## config.mk

```make
export PLATFORM = sky130hd
export DESIGN_NAME = vend_controller
export DESIGN_NICKNAME = d
export VERILOG_FILES = /design/src/rtl/vend_pkg.sv /design/src/rtl/vend_change_sel.sv /design/src/rtl/vend_controller.sv
export SDC_FILE = /design/constraint.sdc
export NUM_CORES = 1
export LEC_CHECK = 0
export CORE_MARGIN = 3
export CORE_UTILIZATION = 50
export CTS_BUF_LIST = sky130_fd_sc_hd__clkbuf_4
export CTS_CLUSTER_DIAMETER = 100
export DETAILED_ROUTE_END_ITERATION = 8
export PLACE_DENSITY = 0.72
export SLEW_MARGIN = 20
export SYNTH_ARGS = -nofsm -noshare
export SYNTH_HDL_FRONTEND = slang
export SYNTH_SLANG_ARGS = --single-unit
```

## constraint.sdc

```tcl
create_clock -name clk -period 4.4 [get_ports clk]
set_clock_uncertainty 0.05 [all_clocks]
set_input_delay 0.44 -clock clk [delete_from_list [all_inputs] [get_ports clk]]
set_output_delay 0.44 -clock clk [all_outputs]
set_load 0.03 [all_outputs]
```

## src/rtl/vend_pkg.sv

```systemverilog
// vend_pkg: shared coin and state types, coin denominations and the coin value lookup.
//   coin_e     : NICKEL(5) DIME(10) QUARTER(25) DOLLAR(100)
//   state_e    : IDLE COLLECT VEND CHANGE
//   coin_value : coin_e -> value in cents (8 bits)
package vend_pkg;
  typedef enum logic [1:0] {NICKEL, DIME, QUARTER, DOLLAR} coin_e;
  typedef enum logic [1:0] {IDLE, COLLECT, VEND, CHANGE} state_e;
  localparam logic [7:0] NICKEL_C  = 8'd5;
  localparam logic [7:0] DIME_C    = 8'd10;
  localparam logic [7:0] QUARTER_C = 8'd25;
  localparam logic [7:0] DOLLAR_C  = 8'd100;
  function automatic logic [7:0] coin_value(coin_e c);
    return c == DOLLAR ? DOLLAR_C : c == QUARTER ? QUARTER_C : c == DIME ? DIME_C : NICKEL_C;
  endfunction
endpackage

```

## src/rtl/vend_change_sel.sv

```systemverilog
// vend_change_sel: greedy change selector, picks the largest coin not exceeding the remaining credit.
//   credit : in  W  remaining credit in cents
//   coin   : out 2  coin_e to hand out next
module vend_change_sel import vend_pkg::*; #(
  parameter int W = 8
) (
  input  logic [W-1:0] credit,
  output coin_e        coin
);
  always_comb
    coin = 32'(credit) >= 32'(DOLLAR_C)  ? DOLLAR  :
           32'(credit) >= 32'(QUARTER_C) ? QUARTER :
           32'(credit) >= 32'(DIME_C)    ? DIME    : NICKEL;
endmodule

```

## src/rtl/vend_controller.sv

```systemverilog
// vend_controller: coin-accumulating vending FSM with one-cycle vend pulse and coin-by-coin change return.
//   clk, reset_n       : clock, asynchronous active-low reset
//   coin_valid/type    : incoming coin, taken only while coin_accept is high
//   cancel             : refund the credit held in COLLECT
//   coin_accept        : high in IDLE/COLLECT
//   coin_reject        : one-cycle pulse after a coin offered while coin_accept was low
//   vend               : one-cycle sale pulse
//   change_valid/type  : change coin offer, handshaked with change_ready
//   credit             : current credit in cents
module vend_controller import vend_pkg::*; #(
  parameter int PRICE    = 100,
  parameter int CREDIT_W = 8
) (
  input  logic                clk,
  input  logic                reset_n,
  input  logic                coin_valid,
  input  coin_e               coin_type,
  input  logic                cancel,
  output logic                coin_accept,
  output logic                coin_reject,
  output logic                vend,
  output logic                change_valid,
  output coin_e               change_type,
  input  logic                change_ready,
  output logic [CREDIT_W-1:0] credit
);
  if (PRICE % 5 != 0 || PRICE < 5 || PRICE > 255) begin : g_price_chk
    $error("vend_controller: PRICE must be a multiple of 5 in 5..255");
  end
  if (PRICE + 95 >= 2 ** CREDIT_W) begin : g_width_chk
    $error("vend_controller: CREDIT_W too narrow for PRICE-5+100");
  end
  localparam logic [CREDIT_W-1:0] PRICE_C = CREDIT_W'(PRICE);
  state_e              state_q, state_d;
  logic [CREDIT_W-1:0] credit_q, credit_d, sum, paid;
  logic                vend_q, vend_d, change_valid_q, change_valid_d;
  logic                coin_accept_q, coin_accept_d, coin_reject_q, coin_reject_d;
  coin_e               change_type_q, change_type_d, sel_coin;
  vend_change_sel #(.W(CREDIT_W)) u_sel (.credit(credit_d), .coin(sel_coin));
  // The coin is added before cancel is considered, so a sale reached this cycle beats the refund.
  always_comb begin
    sum = credit_q + (coin_valid && coin_accept_q ? CREDIT_W'(coin_value(coin_type)) : '0);
    paid = credit_q - CREDIT_W'(coin_value(change_type_q));
    state_d = state_q;
    credit_d = credit_q;
    unique case (state_q)
      IDLE, COLLECT: begin
        credit_d = sum >= PRICE_C ? sum - PRICE_C : sum;
        state_d = sum >= PRICE_C ? VEND : cancel && state_q == COLLECT ? CHANGE : sum != '0 ? COLLECT : IDLE;
      end
      VEND: state_d = credit_q != '0 ? CHANGE : IDLE;
      CHANGE: if (change_valid_q && change_ready) begin
        credit_d = paid;
        state_d = paid != '0 ? CHANGE : IDLE;
      end
    endcase
    vend_d = state_d == VEND;
    change_valid_d = state_d == CHANGE;
    change_type_d = state_d == CHANGE ? sel_coin : NICKEL;
    coin_accept_d = state_d == IDLE || state_d == COLLECT;
    coin_reject_d = coin_valid && !coin_accept_q;
  end
  always_ff @(posedge clk or negedge reset_n)
    if (!reset_n) begin
      state_q <= IDLE;
      credit_q <= '0;
      vend_q <= 1'b0;
      change_valid_q <= 1'b0;
      change_type_q <= NICKEL;
      coin_accept_q <= 1'b1;
      coin_reject_q <= 1'b0;
    end else begin
      state_q <= state_d;
      credit_q <= credit_d;
      vend_q <= vend_d;
      change_valid_q <= change_valid_d;
      change_type_q <= change_type_d;
      coin_accept_q <= coin_accept_d;
      coin_reject_q <= coin_reject_d;
    end
  assign coin_accept = coin_accept_q;
  assign coin_reject = coin_reject_q;
  assign vend = vend_q;
  assign change_valid = change_valid_q;
  assign change_type = change_type_q;
  assign credit = credit_q;
endmodule

```

== After elaboration in Yosys (flattened, before gate mapping) ==
Index checks and enable logic that the tools add are counted.
Word-level totals
  output and inout bits: 14
  input bits: 7
  word-level logic and storage cells: 59
  bits in registers: 16
Operators by class
  reduce and logical (&&, ||, !) cells: 12
  add/subtract/negate cells: 3
  $lt $le $gt $ge: 4
  multiplexer cells: 21
  eq/ne operators: 12
Operators with widths (number)
  $reduce_bool A8 Y1: 3
  $mux W7: 3
  $eq A2 B2 Y1 const B: 8
  $ge A8 B7 Y1 const B: 2
  $mux W2: 8
  $mux W8: 2
  $pmux W8 S2: 1
  $mux W5: 2
  $add A8 B7 Y8: 1
  $eq A2 B1 Y1 const B: 4
  $ge A8 B4 Y1 const B: 1
  $ge A8 B5 Y1 const B: 1
  $mux W4: 2
  $sub A8 B7 Y8: 1
  $sub A8 B7 Y8 const B: 1
  $pmux W2 S3: 1
  $logic_and A1 B1 Y1: 4
  $logic_not A2 Y1: 2
  $mux W1: 2
  $reduce_or A2 Y1: 1
  $logic_not A1 Y1: 1
  $logic_or A1 B1 Y1: 1

== Depth between registers and ports, before layout ==
  depth in word-level cells: 14
  gate-level depth with buffers: 16
  mapped depth without buffers: 16

== By module ==
Synthesis repeated with hierarchy kept, for this count alone.
Unflattened totals
  cell total of the unflattened synthesis: 204
  area, all modules: 1706.6 µm²
By module, submodules not included
  vend_controller: times used 1, cells an instance 197, area each 1647.8 µm²
  vend_change_sel: times used 1, cells an instance 7, area each 58.8 µm²

== Worst setup path before layout ==
OpenSTA, ideal clock, no wires.
  path type: reg-to-reg
  start point: register coin_accept_q (netlist: coin_accept)
  end point: register change_type_q[0] (netlist: change_type[0])
  stages on the path, launching flop included: 15
  path slack: 0.814 ns
  setup time: 0.132 ns
  path buffers: 0
  data arrival time: 3.404 ns
  path through: dfstp_2 -> nand2_1 -> nor3_1 -> ha_1 -> inv_1 -> fa_1 -> and2b_4 -> o21a_2 -> o21ai_1 -> a221oi_4 -> a311oi_1 -> a311o_1 -> nand3b_1 -> o311ai_1 -> o21ai_1
On the way
  word-level cells in the longest chain between the ends: 11
  elaborated cells on any way between the ends: 20
Ends and longest elaborated chain
  from (decl): RTL line vend_controller.sv:37  | logic coin_accept_q, coin_accept_d, coin_reject_q, coin_reject_d;
  from (signal assigned): RTL line vend_controller.sv:78  | coin_accept_q <= coin_accept_d;
  $logic_and A1 B1 Y1 (*): RTL line vend_controller.sv:42  | sum = credit_q + (coin_valid && coin_accept_q ? CREDIT_W'(coin_value(coin_type)) : '0);
  $mux W7 (*): RTL line vend_controller.sv:42
  $add A8 B7 Y8 (*): RTL line vend_controller.sv:42
  $sub A8 B7 Y8 or $ge A8 B7 Y1 (tied branches): RTL line vend_controller.sv:48  | credit_d = sum >= PRICE_C ? sum - PRICE_C : sum;
  $mux W8 (*): RTL line vend_controller.sv:48
  $pmux W8 S2 (*): RTL line vend_controller.sv:46  | unique case (state_q)
  via credit_d[3]: RTL line vend_controller.sv:35  | logic [CREDIT_W-1:0] credit_q, credit_d, sum, paid;
  $ge A8 B4 Y1: RTL line vend_change_sel.sv:13  | 32'(credit) >= 32'(DIME_C) ? DIME : NICKEL;
  $mux W1: RTL line vend_change_sel.sv:13
  $mux W2: RTL line vend_change_sel.sv:12  | 32'(credit) >= 32'(QUARTER_C) ? QUARTER :
  $mux W2 (*): RTL line vend_change_sel.sv:11  | coin = 32'(credit) >= 32'(DOLLAR_C) ? DOLLAR :
  $mux W2 (*): RTL line vend_controller.sv:59  | change_type_d = state_d == CHANGE ? sel_coin : NICKEL;
  via change_type_d[0]: RTL line vend_controller.sv:38  | coin_e change_type_q, change_type_d, sel_coin;
  to (signal assigned): RTL line vend_controller.sv:77  | change_type_q <= change_type_d;
  to (decl): RTL line vend_controller.sv:38
Mark *: on every way through the listed nets, which the timed path passes. The rest lies on a longest branch.

== Worst setup path after layout ==
  start point: input port coin_type[1]
  end point: register change_type_q[0] (netlist: change_type[0])
On the way
  word-level cells in the longest chain between the ends: 14
  elaborated cells on any way between the ends: 25
Ends and longest elaborated chain
  from (decl): RTL line vend_controller.sv:17  | input coin_e coin_type,
  $eq A2 B1 Y1: RTL line vend_pkg.sv:13  | return c == DOLLAR ? DOLLAR_C : c == QUARTER ? QUARTER_C : c == DIME ? DIME_C : NICKEL_C;
  $mux W4: RTL line vend_pkg.sv:13
  $mux W5: RTL line vend_pkg.sv:13
  $mux W7 (*): RTL line vend_pkg.sv:13
  $mux W7 (*): RTL line vend_controller.sv:42
  $add A8 B7 Y8 (*): RTL line vend_controller.sv:42
  $sub A8 B7 Y8 or $ge A8 B7 Y1 (tied branches): RTL line vend_controller.sv:48, vend_controller.sv:49
  $mux W8: RTL line vend_controller.sv:48
  $pmux W8 S2: RTL line vend_controller.sv:46
  $ge A8 B4 Y1: RTL line vend_change_sel.sv:13
  $mux W1: RTL line vend_change_sel.sv:13
  $mux W2: RTL line vend_change_sel.sv:12
  $mux W2: RTL line vend_change_sel.sv:11
  $mux W2 (*): RTL line vend_controller.sv:59
  via change_type_d[0]: RTL line vend_controller.sv:38
Marked as above.

==> impl_metrics.json <==
{
  "tightest_slew_ns": 0.717,
  "total_leakage_power_nw": 0.977,
  "synth-edff-count": 0,
  "drc": 0,
  "status": "finished clean",
  "clkSlewWorstSetupHoldPaths_ns": 0.10,
  "critPathKind": "in -> reg",
  "overflow": 0,
  "synth_seq_cells": 16,
  "fin_crit_sh_pct": 92.0,
  "critPathCaptureType": "flop",
  "synth_top_area_share_pct": 20.1,
  "dp_hpwl_um": 3540,
  "power.density_mw_per_mm2": 831,
  "synth_common_cells": "28 x inv_1, 22 x ha_1, 20 x nand2_1, 16 x nor2_1, 15 x dfrtp_1",
  "tns_ns": 0,
  "htree_num_levels": 1,
  "finalSetupViolCount": 0,
  "crit_required_ns": 4.58,
  "p_sw_share_pct": 52.7,
  "final_nets": 281,
  "fmax_mhz": 247,
  "area_growth_syn_to_layout_pct": 15.5,
  "reg2reg_depth": 14,
  "seqPwrFrac_pct": 16.9,
  "yosys.cell_types.count": 64,
  "drtIter0Drc": 84,
  "rsz0062_at_grt": "no",
  "synth-main-ff-cell": "dfrtp_1",
  "drt_wl_total_um": 4400,
  "dp.cells": 291,
  "synthesis.area_sq_mm": 0.00187,
  "vias": 1729,
  "critPathMaxFanout": 10,
  "avgSynthCellArea_sq_um": 8.21,
  "cts_hold_buf": 0,
  "grt_max_degree": 19,
  "port_buffers": 20,
  "finalNonFillerCells": 295,
  "synth_nets": 259,
  "drtPass1Iterations": 4,
  "clk_path_buf_depth": 2,
  "ys_async_sr_fraction_pct": 100,
  "grt_pass1_wl_um": 7380,
  "cts-root-buf": "clkbuf_4",
  "rows": 21,
  "clk_latency_ns": 0.30,
  "gp_congestion": 0.847,
  "comb_power_share_pct": 78.6,
  "fp.dieH_um": 67.2,
  "max-cap-violations": 0,
  "io_pins": 21,
  "syn_inst": 228,
  "synth_most_common_cell": "inv_1",
  "wire_per_inst_um": 14.9,
  "timing.hold.ws_ns": 0.508,
  "diodes": 0,
  "yosysSeqAreaShare_pct": 21.5,
  "min_path_type": "in -> async",
  "final-hold-violation-count": 0,
  "die_w_um": 67.2,
  "tritoncts": "yes",
  "die_area_sq_mm": 0.00451,
  "slew_headroom_pct": 52.0,
  "grt.total_usage_pct": 21.2,
  "power.share.clock_pct": 4.5,
  "arrival_ns": 4.23,
  "period_minus_slack_ns": 4.05,
  "ys_warn_count": 0,
  "timing.final.max_slew_violations": 0,
  "synth_top_cells_by_area": "dfrtp_1 20%, ha_1 15%, inv_1 5.6%",
  "start_kind": "input port",
  "drive_gt1_share_pct": 10.8,
  "antenna_left": 0,
  "grt_pass1_vias": 1555,
  "p_int_mw": 0.849,
  "vdd_drop_max_uv": 478,
  "antenna_found_initial": 0,
  "synth_top_cell_by_area": "dfrtp_1",
  "core_sq_mm": 0.00347,
  "cts_made_buffers": 3,
  "routed_via_density": 5.86,
  "p_sw_mw": 0.948,
  "clkSinkCount": 16,
  "initial_core_util_pct": 54.0
}
==> kinds of logic after synthesis <==
logic type      count (synthesis)  share of synthesized area [%]
compound gates                 66                           26.5
xor+xnor                        7                           3.68
fa+ha+maj                      24                           16.8
buf+inv                        34                           6.88
flops                          16                           21.5
mux                             4                           2.47
simple gates                   77                           22.2
==> cell usage in the layout, fill, tap and decap left out, types with 4 or more instances in the layout <==
cell type        synthesis  routed
inv_1                   28      28
ha_1                    22      22
nand2_1                 20      20
clkdlybuf4s50_1          0      20
nor2_1                  16      16
dfrtp_1                 15      15
a21oi_1                 12      12
o21ai_0                  9       9
nand3_1                  6       6
and3_1                   6       6
o211ai_1                 6       6
xnor2_1                  4       4
a21boi_0                 4       4
==> area by class of cell <==
class | count | area [sq um]
clock buffer | 3 | 22.5
clock inverter | 1 | 3.75
fill | 317 | 1310
inverter | 28 | 105
multi-input combinational | 178 | 1350
sequential | 16 | 402
tap | 46 | 57.6
timing repair buffer | 23 | 223
==> metal layers <==
metal | GRT usage, % | wire [um] | up-vias
li1 | - | - | 879
met1 | 33.2 | 2280 | 800
met2 | 30.9 | 1900 | 45
met3 | 2.66 | 187 | 5
met4 | 4.05 | 30 | 0
met5 | 0 | 0 | -
==> stage by stage <==
step	utilization [%]	worst slack [ns]	area [sq um]	total power [mW]
floorplan	-	0.814	1870	1.35
global placement	61.4	0.137	2130	1.68
detailed placement	61.4	0.0108	2130	1.69
CTS	62.1	0.310	2150	1.78
global route	62.3	0.0518	2160	1.98
finish	62.3	0.351	2160	1.80
==> sequential cells by signal (all words and copies together), names as in the netlist <==
register      cells
credit            8
change_valid      1
coin_reject       1
state_q           2
change_type       2
vend              1
coin_accept       1
==> what timing repair did <==
action | 4_1_cts | 5_1_grt
resized for setup | 0 | 1
setup buffers | 0 | 0
endpoints found under the setup margin | 0 | 1
==> power by group through the flow <==
stage	clock network [mW]	registers, mW	logic, mW
after floorplan	0	0.345	1.01
final	0.0810	0.303	1.41
after CTS	0.0829	0.305	1.39
after detailed placement	0	0.307	1.38
after global placement	0	0.306	1.38
after global routing	0.0901	0.313	1.58
==> critical path, stage by stage <==
cell	delay (ns)
clkdlybuf4s50_1	0.51
inv_1	0.08
ha_1	0.17
nor3_1	0.19
ha_1	0.20
inv_1	0.05
fa_1	0.39
and2b_4	0.29
o21a_2	0.20
o21ai_1	0.10
a221oi_4	0.48
a31oi_2	0.26
mux2i_2	0.33
a21boi_0	0.13
mux2_2	0.29
o21ai_1	0.12
==> worst paths after layout <==
path,from,slack [ns],to
worst max-delay path,coin_type[1],0.35,change_type[0]$_DFF_PN0_
min in group clk,coin_accept$_DFF_PN1_,0.52,coin_reject$_DFF_PN0_
worst min register to register,coin_accept$_DFF_PN1_,0.52,coin_reject$_DFF_PN0_
max in group asynchronous,reset_n,3.33,coin_reject$_DFF_PN0_
worst max register to register,coin_accept$_DFF_PN1_,0.61,change_type[0]$_DFF_PN0_
worst min-delay path,reset_n,0.51,credit[5]$_DFF_PN0_
(Power assumes the default switching activity.)
